[config.mk]
export PLATFORM = sky130hd
export DESIGN_NAME = msx_slot_master
export DESIGN_NICKNAME = d
export VERILOG_FILES = /design/src/rtl/msx_slot_pkg.sv /design/src/rtl/msx_slot_phase_gen.sv /design/src/rtl/msx_slot_master.sv
export SDC_FILE = /design/constraint.sdc
export NUM_CORES = 1
export LEC_CHECK = 0
export ABC_CLOCK_PERIOD_IN_PS = 2200
export CAP_MARGIN = 25
export CORE_AREA = 2 2 105 66
export DETAILED_ROUTE_END_ITERATION = 16
export DIE_AREA = 0 0 107 68
export GPL_ROUTABILITY_DRIVEN = 0
export MAX_ROUTING_LAYER = met4
export PLACE_DENSITY = 0.87
export SETUP_SLACK_MARGIN = 0.02
export SLEW_MARGIN = 0
export SYNTH_ARGS = -nofsm -noshare
export SYNTH_HDL_FRONTEND = slang
export SYNTH_SLANG_ARGS = --single-unit
[constraint.sdc]
create_clock -name clk -period 2.2 [get_ports clk]
set_clock_uncertainty 0.05 [all_clocks]
set_input_delay 0.33 -clock clk [delete_from_list [all_inputs] [get_ports clk]]
set_output_delay 0.33 -clock clk [all_outputs]
set_load 0.02 [all_outputs]
[src/rtl/msx_slot_pkg.sv]
// Shared types and constants for the MSX slot bus initiator.
// Optional wait-state support is enabled by defining MSX_SLOT_MASTER_WAIT_EN.
package msx_slot_pkg;

  localparam int HALF_T_CLKS_DEF = 3;
  localparam int HALVES_PER_T    = 2;

  // ST_ARM holds an accepted request until the next T-state boundary.
  typedef enum logic [3:0] {
    ST_IDLE,
    ST_ARM,
    ST_T1H,
    ST_T1L,
    ST_T2H,
    ST_T2L,
    ST_TWH,
    ST_TWL,
    ST_T3H,
    ST_T3L
  } slot_state_e;

  function automatic int phase_width(input int half_t_clks);
    return (HALVES_PER_T * half_t_clks > 2) ? $clog2(HALVES_PER_T * half_t_clks) : 1;
  endfunction

endpackage

[src/rtl/msx_slot_phase_gen.sv]
// Free-running T-state phase counter for the slot initiator.
// half_t_tick marks the last clk of each half-T; t1_start marks the last clk of a T-state.
module msx_slot_phase_gen
  import msx_slot_pkg::*;
#(
  parameter int HALF_T_CLKS = HALF_T_CLKS_DEF
) (
  input  logic clk,
  input  logic nreset,
  output logic half_t_tick,
  output logic t1_start
);

  localparam int PW     = phase_width(HALF_T_CLKS);
  localparam int PERIOD = HALVES_PER_T * HALF_T_CLKS;
  localparam logic [PW-1:0] CNT_MID  = PW'(HALF_T_CLKS - 1);
  localparam logic [PW-1:0] CNT_LAST = PW'(PERIOD - 1);

  logic [PW-1:0] cnt_q, cnt_d;

  always_comb begin
    cnt_d = (cnt_q == CNT_LAST) ? '0 : cnt_q + PW'(1);
  end

  always_ff @(posedge clk or negedge nreset) begin
    if (!nreset) cnt_q <= '0;
    else         cnt_q <= cnt_d;
  end

  assign half_t_tick = (cnt_q == CNT_MID) || (cnt_q == CNT_LAST);
  assign t1_start    = (cnt_q == CNT_LAST);

endmodule

[src/rtl/msx_slot_master.sv]
// MSX slot bus initiator: single-word requests become Z80-timed memory cycles.
// Define MSX_SLOT_MASTER_WAIT_EN to add the slot_nwait input and TW wait states.
module msx_slot_master
  import msx_slot_pkg::*;
#(
  parameter int HALF_T_CLKS = HALF_T_CLKS_DEF
) (
  input  logic        clk,
  input  logic        nreset,
  input  logic        req_valid,
  output logic        req_ready,
  input  logic        req_write,
  input  logic [15:0] req_addr,
  input  logic [7:0]  req_wdata,
  input  logic        req_sltsl,
  output logic        resp_valid,
  output logic [7:0]  resp_rdata,
  output logic [15:0] slot_a,
  output logic [7:0]  slot_d_out,
  output logic        slot_d_oe,
  input  logic [7:0]  slot_d_in,
  output logic        slot_nsltsl,
  output logic        slot_nmerq,
  output logic        slot_nrd,
  output logic        slot_nwr
`ifdef MSX_SLOT_MASTER_WAIT_EN
  ,input  logic       slot_nwait
`endif
);

  logic half_t_tick, t1_start;

  msx_slot_phase_gen #(.HALF_T_CLKS(HALF_T_CLKS)) u_phase (
    .clk        (clk),
    .nreset     (nreset),
    .half_t_tick(half_t_tick),
    .t1_start   (t1_start)
  );

  logic wait_hold;

`ifdef MSX_SLOT_MASTER_WAIT_EN
  logic nwait_s1_q, nwait_s2_q;
  logic nwait_s1_d, nwait_s2_d;

  always_comb begin
    nwait_s1_d = slot_nwait;
    nwait_s2_d = nwait_s1_q;
  end

  always_ff @(posedge clk or negedge nreset) begin
    if (!nreset) begin
      nwait_s1_q <= 1'b1;
      nwait_s2_q <= 1'b1;
    end else begin
      nwait_s1_q <= nwait_s1_d;
      nwait_s2_q <= nwait_s2_d;
    end
  end

  assign wait_hold = ~nwait_s2_q;
`else
  assign wait_hold = 1'b0;
`endif

  slot_state_e state_q, state_d;
  logic        ready_q, ready_d;
  logic        resp_valid_q, resp_valid_d;
  logic [7:0]  resp_rdata_q, resp_rdata_d;
  logic [15:0] slot_a_q, slot_a_d;
  logic [7:0]  d_out_q, d_out_d;
  logic        d_oe_q, d_oe_d;
  logic        nsltsl_q, nsltsl_d;
  logic        nmerq_q, nmerq_d;
  logic        nrd_q, nrd_d;
  logic        nwr_q, nwr_d;
  logic        lat_write_q, lat_write_d;
  logic [15:0] lat_addr_q, lat_addr_d;
  logic [7:0]  lat_wdata_q, lat_wdata_d;
  logic        lat_sltsl_q, lat_sltsl_d;

  always_comb begin
    state_d      = state_q;
    resp_valid_d = 1'b0;
    resp_rdata_d = resp_rdata_q;
    slot_a_d     = slot_a_q;
    d_out_d      = d_out_q;
    d_oe_d       = d_oe_q;
    nsltsl_d     = nsltsl_q;
    nmerq_d      = nmerq_q;
    nrd_d        = nrd_q;
    nwr_d        = nwr_q;
    lat_write_d  = lat_write_q;
    lat_addr_d   = lat_addr_q;
    lat_wdata_d  = lat_wdata_q;
    lat_sltsl_d  = lat_sltsl_q;

    case (state_q)
      ST_IDLE: begin
        if (req_valid && ready_q) begin
          state_d     = ST_ARM;
          lat_write_d = req_write;
          lat_addr_d  = req_addr;
          lat_wdata_d = req_wdata;
          lat_sltsl_d = req_sltsl;
        end
      end
      ST_ARM: begin
        if (t1_start) begin
          state_d  = ST_T1H;
          slot_a_d = lat_addr_q;
        end
      end
      ST_T1H: begin
        if (half_t_tick) begin
          state_d  = ST_T1L;
          nmerq_d  = 1'b0;
          nsltsl_d = ~lat_sltsl_q;
          if (lat_write_q) begin
            d_out_d = lat_wdata_q;
            d_oe_d  = 1'b1;
          end else begin
            nrd_d = 1'b0;
          end
        end
      end
      ST_T1L: if (half_t_tick) state_d = ST_T2H;
      ST_T2H: begin
        if (half_t_tick) begin
          state_d = ST_T2L;
          if (lat_write_q) nwr_d = 1'b0;
        end
      end
      // Wait sampling happens on the last clk of T2L and of every TWL.
      ST_T2L, ST_TWL: if (half_t_tick) state_d = wait_hold ? ST_TWH : ST_T3H;
      ST_TWH: if (half_t_tick) state_d = ST_TWL;
      ST_T3H: begin
        if (half_t_tick) begin
          state_d      = ST_T3L;
          nmerq_d      = 1'b1;
          nsltsl_d     = 1'b1;
          nrd_d        = 1'b1;
          nwr_d        = 1'b1;
          resp_valid_d = 1'b1;
          resp_rdata_d = lat_write_q ? 8'h00 : slot_d_in;
        end
      end
      ST_T3L: begin
        if (half_t_tick) begin
          state_d = ST_IDLE;
          d_oe_d  = 1'b0;
        end
      end
      default: state_d = ST_IDLE;
    endcase

    ready_d = (state_d == ST_IDLE);
  end

  always_ff @(posedge clk or negedge nreset) begin
    if (!nreset) begin
      state_q      <= ST_IDLE;
      ready_q      <= 1'b1;
      resp_valid_q <= 1'b0;
      resp_rdata_q <= 8'h00;
      slot_a_q     <= 16'h0000;
      d_out_q      <= 8'h00;
      d_oe_q       <= 1'b0;
      nsltsl_q     <= 1'b1;
      nmerq_q      <= 1'b1;
      nrd_q        <= 1'b1;
      nwr_q        <= 1'b1;
      lat_write_q  <= 1'b0;
      lat_addr_q   <= 16'h0000;
      lat_wdata_q  <= 8'h00;
      lat_sltsl_q  <= 1'b0;
    end else begin
      state_q      <= state_d;
      ready_q      <= ready_d;
      resp_valid_q <= resp_valid_d;
      resp_rdata_q <= resp_rdata_d;
      slot_a_q     <= slot_a_d;
      d_out_q      <= d_out_d;
      d_oe_q       <= d_oe_d;
      nsltsl_q     <= nsltsl_d;
      nmerq_q      <= nmerq_d;
      nrd_q        <= nrd_d;
      nwr_q        <= nwr_d;
      lat_write_q  <= lat_write_d;
      lat_addr_q   <= lat_addr_d;
      lat_wdata_q  <= lat_wdata_d;
      lat_sltsl_q  <= lat_sltsl_d;
    end
  end

  assign req_ready   = ready_q;
  assign resp_valid  = resp_valid_q;
  assign resp_rdata  = resp_rdata_q;
  assign slot_a      = slot_a_q;
  assign slot_d_out  = d_out_q;
  assign slot_d_oe   = d_oe_q;
  assign slot_nsltsl = nsltsl_q;
  assign slot_nmerq  = nmerq_q;
  assign slot_nrd    = nrd_q;
  assign slot_nwr    = nwr_q;

endmodule

After elaboration in Yosys (flattened, before gate mapping)
Cells that the tools add are included.
Word-level totals
  register bits after elaboration: 72
  latch bits: 0
  bits in writable memories: 0
  ROM bits: 0
  input bits: 37
  output and inout port bits: 39
  logic and storage cells: 80
  memories: 0
Operators by class
  add/sub/neg operators: 1
  multiply operators: 0
  div/mod/pow operators: 0
  magnitude comparators: 0
  eq/ne operators: 18
  shift operators: 0
  multiplexer cells: 28
  bitwise gates (word level): 1
  reduce and logical (&&, ||, !) cells: 16
Operators with widths (count)
  4-bit two-way mux: 9
  4-bit one-hot mux with 9 select lines: 1
  4-bit by 3-bit equality test with 1-bit output, second input constant: 4
  2-bit inequality test, second input constant: 7
  4-bit AND reduction: 3
  1-bit two-way mux: 11
  1-bit one-hot mux with 2 select lines: 5
  4-bit by 2-bit equality test with 1-bit output, second input constant: 2
  4-bit equality test, second input constant: 2
  4-bit logical NOT: 2
  8-bit two-way mux: 1
  2-bit AND reduction: 3
  3-bit AND reduction: 2
  2-bit nonzero test: 3
  4-bit by 1-bit equality test with 1-bit output, second input constant: 1
  3-bit by 1-bit adder with 3-bit output, second input constant: 1
  3-bit by 2-bit equality test with 1-bit output, second input constant: 1
  3-bit equality test, second input constant: 1
  3-bit two-way mux: 1
  2-bit OR reduction: 1
  1-bit logical AND: 1
  1-bit logical OR: 1
  1-bit NOT: 1

Longest topological paths before layout
Gate-level depths: netlist of run 1.
  word-level depth: 5
  gate-level depth with buffers: 6

Hierarchy
A second synthesis of run 1 with hierarchy kept.
Second synthesis, totals
  cells, all modules: 218
  area total of the unflattened synthesis: 2986.6 sq um
By module, submodules not included
  msx_slot_master: instances 1, cells an instance 205, area each 2861.5 sq um, sequential area each 1732.9 sq um
  msx_slot_phase_gen: instances 1, cells an instance 13, area each 125.1 sq um, sequential area each 75.1 sq um

Worst setup path after synthesis of run 1
No wires, ideal clock.
  path kind: register -> register
  start point: reg state_q[2]
  end point: reg lat_addr_q[0]
  setup time: 0.128 ns
  arrival time: 1.759 ns
  data required time: 2.022 ns
  path slack: 0.264 ns
  stages on the path, launching flop included: 6
  buffers on the path: 2
  period minus slack after synthesis: 1.936 ns
  path through: dfrtp_1 buf_2 or2_1 nor4_4 buf_4 mux2_1
On the way
  cells in the longest elaborated chain, start to end: 2
RTL lines
  start, declared: RTL line msx_slot_master.sv:66  | slot_state_e state_q, state_d;
  start signal, assigned: RTL line msx_slot_master.sv:178  | state_q <= state_d;
  4-bit logical NOT: RTL line msx_slot_master.sv:98  | case (state_q)
  2-bit AND reduction (no line)
  end signal, assigned: RTL line msx_slot_master.sv:190  | lat_addr_q <= lat_addr_d;
  end, declared: RTL line msx_slot_master.sv:78  | logic [15:0] lat_addr_q, lat_addr_d;
No other way between the ends.
A chain may end at the register's enable or synchronous reset.

Worst setup path in the final report of run 1
  start point: reg state_q[1]
  end point: reg resp_rdata_q[1] (netlist: resp_rdata[1])
On the way
  cells in the longest elaborated chain, start to end: 2
RTL lines
  4-bit equality test: RTL line msx_slot_master.sv:98
  2-bit AND reduction (no line)
  end signal, assigned: RTL line msx_slot_master.sv:181  | resp_rdata_q <= resp_rdata_d;
  end, declared: RTL line msx_slot_master.sv:69  | logic [7:0] resp_rdata_q, resp_rdata_d;
No other way between the ends.

==> results.py, run 1 <==
metrics = {
    "final_layout": {
        "layout.nets": 324,
        "layout-drive-gt1-share_pct": 24.66,
        "final_cell_mix": "clkdlybuf4s50_1 (74), dfrtp_1 (67), mux2_2 (27)",
        "finalNonFillerCells": 379,
        "antenna_cells": 0,
        "fin_area_um2": 4131,
        "nFillCells": 514,
        "mostFrequentLayoutCell": "clkdlybuf4s50_1",
        "syn2layout_area_growth_pct": 37.53,
    },
    "die": {
        "num_rows": 23,
        "die-area_um2": 7276,
        "core_um2": 6417,
        "die_width_um": 107,
        "die_y_um": 68,
        "start_util_pct": 46.81,
        "io_pins": 76,
    },
    "critical_path": {
        "cp.required_ns": 2.37,
        "critPathLaunchType": "flip-flop",
        "critPathMaxFanout": 13,
        "cp-end-kind": "flip-flop",
        "crit_type": "reg -> reg",
        "critPathArrivalTime_ns": 2.10,
    },
    "synthesis": {
        "synth_flop_cell": "dfrtp_1",
        "ys_types": 42,
        "synth-async-reset-ratio_pct": 100.0,
        "netlist_area_um2": 3004,
        "syn_area_per_cell_um2": 14.80,
        "ys_seq_elements": 72,
        "postSynthCellCount": 203,
        "ys.warnings.count": 0,
        "synth-edff-count": 0,
        "yosysSeqAreaShare_pct": 60.18,
        "syn_nets": 240,
    },
    "drt": {
        "drt_pre_antenna_iters": 4,
        "drc": 0,
        "routed_via_density": 5.084,
        "drtAntennaViolNets": 0,
        "drt_wl_total_um": 5689,
        "drt_iter0_drc": 56,
        "post_drt_wl_per_cell_um": 15.01,
        "dr_total_vias": 1927,
    },
    "sta": {
        "drv_slew": 0,
        "tns_ns": 0,
        "final-hold-violation-count": 0,
        "post-route-period-util_pct": 87.65,
        "slew_headroom_pct": 68.21,
        "period_needed_ns": 1.928,
        "setup-violations-final": 0,
        "fmax_mhz": 518.6,
        "rsz0062_at_grt": "no",
        "tightestPinTransition_ns": 0.4737,
    },
    "power_and_ir_drop": {
        "internal_power_mw": 3.572,
        "pwr-share-comb_pct": 34.5,
        "leakage_nw": 1.786,
        "power.switching_mw": 1.598,
        "pwr-share-clk_pct": 22.6,
        "p_seq_share_pct": 42.9,
        "irDropWorstVdd_v": 0.0006525,
        "total_power_mw": 5.170,
        "power.density_nw_per_um2": 1251,
        "p_sw_share_pct": 30.91,
    },
    "global_routing": {
        "grt_pass1_vias": 1891,
        "grt_first_pass_wirelength_um": 9204,
        "antenna_found_initial": 0,
        "grt_max_degree": 73,
        "grt-ovfl-total": 0,
        "grt.total_usage_pct": 17.58,
    },
    "clock_network": {
        "clk_pin_slew_ns": 0.07,
        "clk_latency_ns": 0.34,
        "cts_tree": "done",
        "numClockSinks": 72,
        "root_buffer": "clkbuf_8",
        "cts_buffers": 9,
        "h-tree-depth": 3,
        "clockBufferDepth": 2,
    },
    "place": {
        "io_buffers": 75,
        "dp_hpwl_um": 3835,
        "dp.cells": 362,
        "dpl_cell_area_um2": 3891,
    },
    "job": {
        "drv_cap": 0,
    },
    "min_path": {
        "min_path_type": "reg -> reg",
    },
    "outcome": {
        "outcome": "completed",
    },
}
final timing paths:
kind	slack (ns)	cells past startpoint	start	endpoint
worst max-delay path	0.27	4	state_q[1]	resp_rdata[1]
worst min register to register	0.43	2	slot_nmerq	slot_nmerq
worst min-delay path	0.43	2	slot_nmerq	slot_nmerq
min in group asynchronous	0.48	3	nreset	lat_addr_q[9]
max in group asynchronous	1.27	3	nreset	slot_nwr
worst max register to register	0.27	4	state_q[1]	resp_rdata[1]
what timing repair did:
item,in CTS,in global routing
setup buffers,0,0
endpoints found under the hold margin,67,0
resized for setup,0,0
hold buffers,1,0
metrics by stage:
step	util, %	worst slack (ns)	hold WS [ns]
global route	64.38	0.1381	0.4552
floorplan	-	0.2636	-0.01559
detailed placement	60.64	0.2743	0.3333
CTS	64.38	0.2646	0.4332
finish	64.38	0.2717	0.4299
global placement	60.64	0.3251	0.3303
layout make-up:
class / count / area [µm²] / area share [%]
inverter: 5 / 18.77 / 0.4543
multi-input combinational: 115 / 1125 / 27.23
clock inverter: 5 / 78.83 / 1.908
clock buffer: 11 / 151.4 / 3.664
tap: 87 / 108.9 / 2.635
sequential: 72 / 1808 / 43.76
timing repair buffer: 84 / 840.8 / 20.35
power by group through the flow:
| stage | logic (mW) | registers, mW | clock network [mW] |
|---|---|---|---|
| floorplan | 0.752 | 2.45 | 0 |
| global placement | 1.76 | 2.22 | 0 |
| detailed placement | 1.80 | 2.24 | 0 |
| CTS | 1.81 | 2.22 | 1.20 |
| global route | 1.91 | 2.29 | 1.27 |
| finish | 1.79 | 2.22 | 1.17 |
worst max-delay path: stages, from the launching register on:
cell and delay [ns]:
dfrtp_1 0.50, or3b_1 0.48, a211oi_2 0.22, buf_4 0.22, mux2_2 0.35
metal layers:
layer  track usage [%]  share of wire (%)  vias up
met3             7.048                7.7        5
met5                 -                  0        -
met1             23.00                 48      950
li1                  -                  -      903
met2             25.40                 43       69
met4             5.357               0.97        0
cell families (layout without fill, tap and decap cells):
group	Yosys count	count (layout)	synth area share, %
compound gates	23	23	6.331
buf+inv	16	105	2.541
flops	72	72	60.18
mux	61	61	23.74
simple gates	31	31	7.206
flip-flops by register name (all words and copies together), names as in the netlist:
register,cells
lat_addr_q,16
lat_sltsl_q,1
lat_wdata_q,8
lat_write_q,1
req_ready,1
resp_rdata,8
resp_valid,1
slot_a,16
slot_d_oe,1
slot_d_out,8
slot_nmerq,1
slot_nrd,1
slot_nsltsl,1
slot_nwr,1
state_q,4
u_phase.cnt_q,3
cell usage after synthesis, drive strengths merged, types with 2 or more instances:
master / n / area (µm²)
nor2: 3 / 11.26
a211oi: 4 / 42.54
dfrtp: 67 / 1677
a21oi: 3 / 15.01
mux2i: 3 / 30.03
buf: 8 / 46.29
o211ai: 3 / 22.52
or3b: 3 / 28.78
inv: 5 / 18.77
nand2: 3 / 11.26
nor3: 2 / 10.01
nor2b: 10 / 62.56
nand3b: 2 / 15.01
o2111ai: 2 / 17.52
a211o: 2 / 17.52
dfstp: 5 / 131.4
clkbuf: 3 / 11.26
mux2: 58 / 683.2
(Power assumes the default switching activity.)
==> inputs of run 2 (changes only) <==
--- a/config.mk
+++ b/config.mk
@@ -7,12 +7,12 @@
 export LEC_CHECK = 0
 export ABC_CLOCK_PERIOD_IN_PS = 2200
 export CAP_MARGIN = 25
-export CORE_AREA = 2 2 105 66
+export CORE_AREA = 2 2 145 90
 export DETAILED_ROUTE_END_ITERATION = 16
-export DIE_AREA = 0 0 107 68
+export DIE_AREA = 0 0 147 92
 export GPL_ROUTABILITY_DRIVEN = 0
 export MAX_ROUTING_LAYER = met4
-export PLACE_DENSITY = 0.87
+export PLACE_DENSITY = 0.55
 export SETUP_SLACK_MARGIN = 0.02
 export SLEW_MARGIN = 0
 export SYNTH_ARGS = -nofsm -noshare
==> run 2 against run 1 <==
Net effect:
- highest routed layer unchanged
- first-iteration DRC count fell by 45%
- hold slack barely moved
- die area is 86% higher
- design area grew 6.6%
- sequential power is essentially flat
- final cell count grew 22%
==> results.py, run 2 (synthesis results as in run 1) <==
metrics = {
    "outcome": {
        "outcome": "completed",
    },
    "place": {
        "dp.cells": 447,
        "dp_hpwl_um": 4567,
        "io_buffers": 75,
    },
    "sta": {
        "final-hold-violation-count": 0,
        "rsz0062_at_grt": "no",
        "tightestPinTransition_ns": 0.5109,
        "period_needed_ns": 1.887,
        "tns_ns": 0,
        "drv_slew": 0,
        "fmax_mhz": 530.0,
        "fin_hold_ws_ns": 0.4297,
        "setup-violations-final": 0,
        "slew_headroom_pct": 65.71,
        "post-route-period-util_pct": 85.76,
    },
    "drt": {
        "drt_wl_total_um": 6456,
        "wl_met1_um": 3418,
        "drc": 0,
        "post_drt_wl_per_cell_um": 13.91,
        "dr_total_vias": 1925,
        "drt_iter0_drc": 31,
        "routed_via_density": 4.149,
        "drt_pre_antenna_iters": 4,
        "drtAntennaViolNets": 0,
        "top_layer_used": "met4",
        "met3_length_um": 354,
        "met2RoutedLength_um": 2641,
    },
    "critical_path": {
        "rrSetupSlack_ns": 0.31,
        "cp-end-kind": "flip-flop",
        "reg2reg_to": "resp_rdata[6]",
        "crit_type": "reg -> reg",
        "r2r-start": "state_q[2]",
        "critPathArrivalTime_ns": 2.05,
        "reg2reg_depth": 4,
        "cp.required_ns": 2.37,
        "critPathMaxFanout": 11,
        "critPathLaunchType": "flip-flop",
    },
    "clock_network": {
        "ctsResizeCount": 0,
        "root_buffer": "clkbuf_16",
        "cts_tree": "done",
        "h-tree-depth": 3,
        "cts_buffers": 9,
        "post_cts_buffers": 0,
        "clk_pin_slew_ns": 0.06,
        "clockBufferDepth": 2,
        "clk_latency_ns": 0.33,
        "ctsHoldBuffers": 1,
        "numClockSinks": 72,
    },
    "global_routing": {
        "grt_pass1_vias": 1973,
        "antenna_found_initial": 0,
        "grt_max_degree": 42,
        "grt.total_usage_pct": 10.51,
        "grt_first_pass_wirelength_um": 10490,
        "grt-ovfl-total": 0,
    },
    "die": {
        "start_util_pct": 24.20,
        "core_um2": 12410,
        "die_y_um": 92,
        "die_width_um": 147,
        "die-area_um2": 13520,
        "io_pins": 76,
        "num_rows": 32,
    },
    "final_layout": {
        "antenna_cells": 0,
        "mostFrequentLayoutCell": "clkdlybuf4s50_1",
        "finalNonFillerCells": 464,
        "syn2layout_area_growth_pct": 46.56,
        "layout.nets": 326,
        "layout-drive-gt1-share_pct": 25.17,
        "final_cell_mix": "clkdlybuf4s50_1 (74), dfrtp_1 (67), mux2_2 (27)",
    },
    "power_and_ir_drop": {
        "leakage_nw": 1.861,
        "power.density_nw_per_um2": 1321,
        "irDropWorstVdd_v": 0.0005617,
    },
    "min_path": {
        "min_path_type": "in -> async",
    },
    "job": {
        "drv_cap": 0,
    },
}
==> run 2: cell types whose count changed in the layout (fill, tap and decap cells not counted) <==
cell / change
buf_4: +2
buf_12: +1
bufinv_16: +2
buf_2: -1
inv_6: +1
clkbuf_8: -11
clkinv_2: -1
clkbuf_16: +9
==> run 2: layout make-up <==
type                    instances  area, µm²
clock buffers                   9      225.2
clock inverters                 7      142.6
fillers                      1219       8009
inverters                       5      18.77
multi-input cells             115       1125
flip-flops and latches         72       1808
well taps                     170      212.7
repair buffers                 86      870.8
==> run 2: how the worst max path moves through the flow <==
stage               cells past startpoint  startpoint  slack (ns)             end
CTS                                     4  state_q[2]        0.30  lat_wdata_q[4]
global route                            4  state_q[2]        0.20   resp_rdata[1]
finish                                  4  state_q[2]        0.31   resp_rdata[6]
global placement                        4  state_q[2]        0.32   resp_rdata[0]
floorplan                               5  state_q[2]        0.26   lat_addr_q[0]
detailed placement                      5   req_valid        0.30  lat_wdata_q[5]
==> run 2: worst max-delay path: stages, from the launching register on <==
cell and delay, ns:
dfrtp_1 0.48, or3b_1 0.45, a211oi_2 0.21, buf_4 0.23, mux2_2 0.35
==> run 2: metrics by stage <==
step	power (mW)	cell area (µm²)	worst slack, ns	util (%)
2_1_floorplan	3.203	3004	0.2636	-
3_3_place_gp	4.038	4025	0.3176	32.43
3_5_place_dp	4.087	4025	0.2971	32.43
4_1_cts	5.923	4403	0.3033	35.47
5_1_grt	6.151	4403	0.1985	35.47
6_report	5.818	4403	0.3134	35.47
==> run 2: layer usage <==
| layer | vias up | track usage (%) |
|---|---|---|
| met5 | - | - |
| li1 | 905 | - |
| met4 | 0 | 2.404 |
| met1 | 956 | 15.05 |
| met3 | 6 | 3.980 |
| met2 | 58 | 13.93 |
==> run 2: power breakdown <==
group          internal [mW]  switching (mW)  leakage (nW)  total (mW)
sequential              1.88           0.344         0.897        2.22
combinational           1.02           0.804         0.783        1.82
clock                   1.23           0.554         0.180        1.78
total                   4.12            1.70          1.86        5.82
==> inputs of run 3 (changes only) <==
--- a/config.mk
+++ b/config.mk
@@ -14,7 +14,6 @@
 export MAX_ROUTING_LAYER = met4
 export PLACE_DENSITY = 0.55
 export SETUP_SLACK_MARGIN = 0.02
-export SLEW_MARGIN = 0
 export SYNTH_ARGS = -nofsm -noshare
 export SYNTH_HDL_FRONTEND = slang
 export SYNTH_SLANG_ARGS = --single-unit
==> results of run 3 <==
Same layout as run 2: the final DEF is identical, and so are final timing and power.
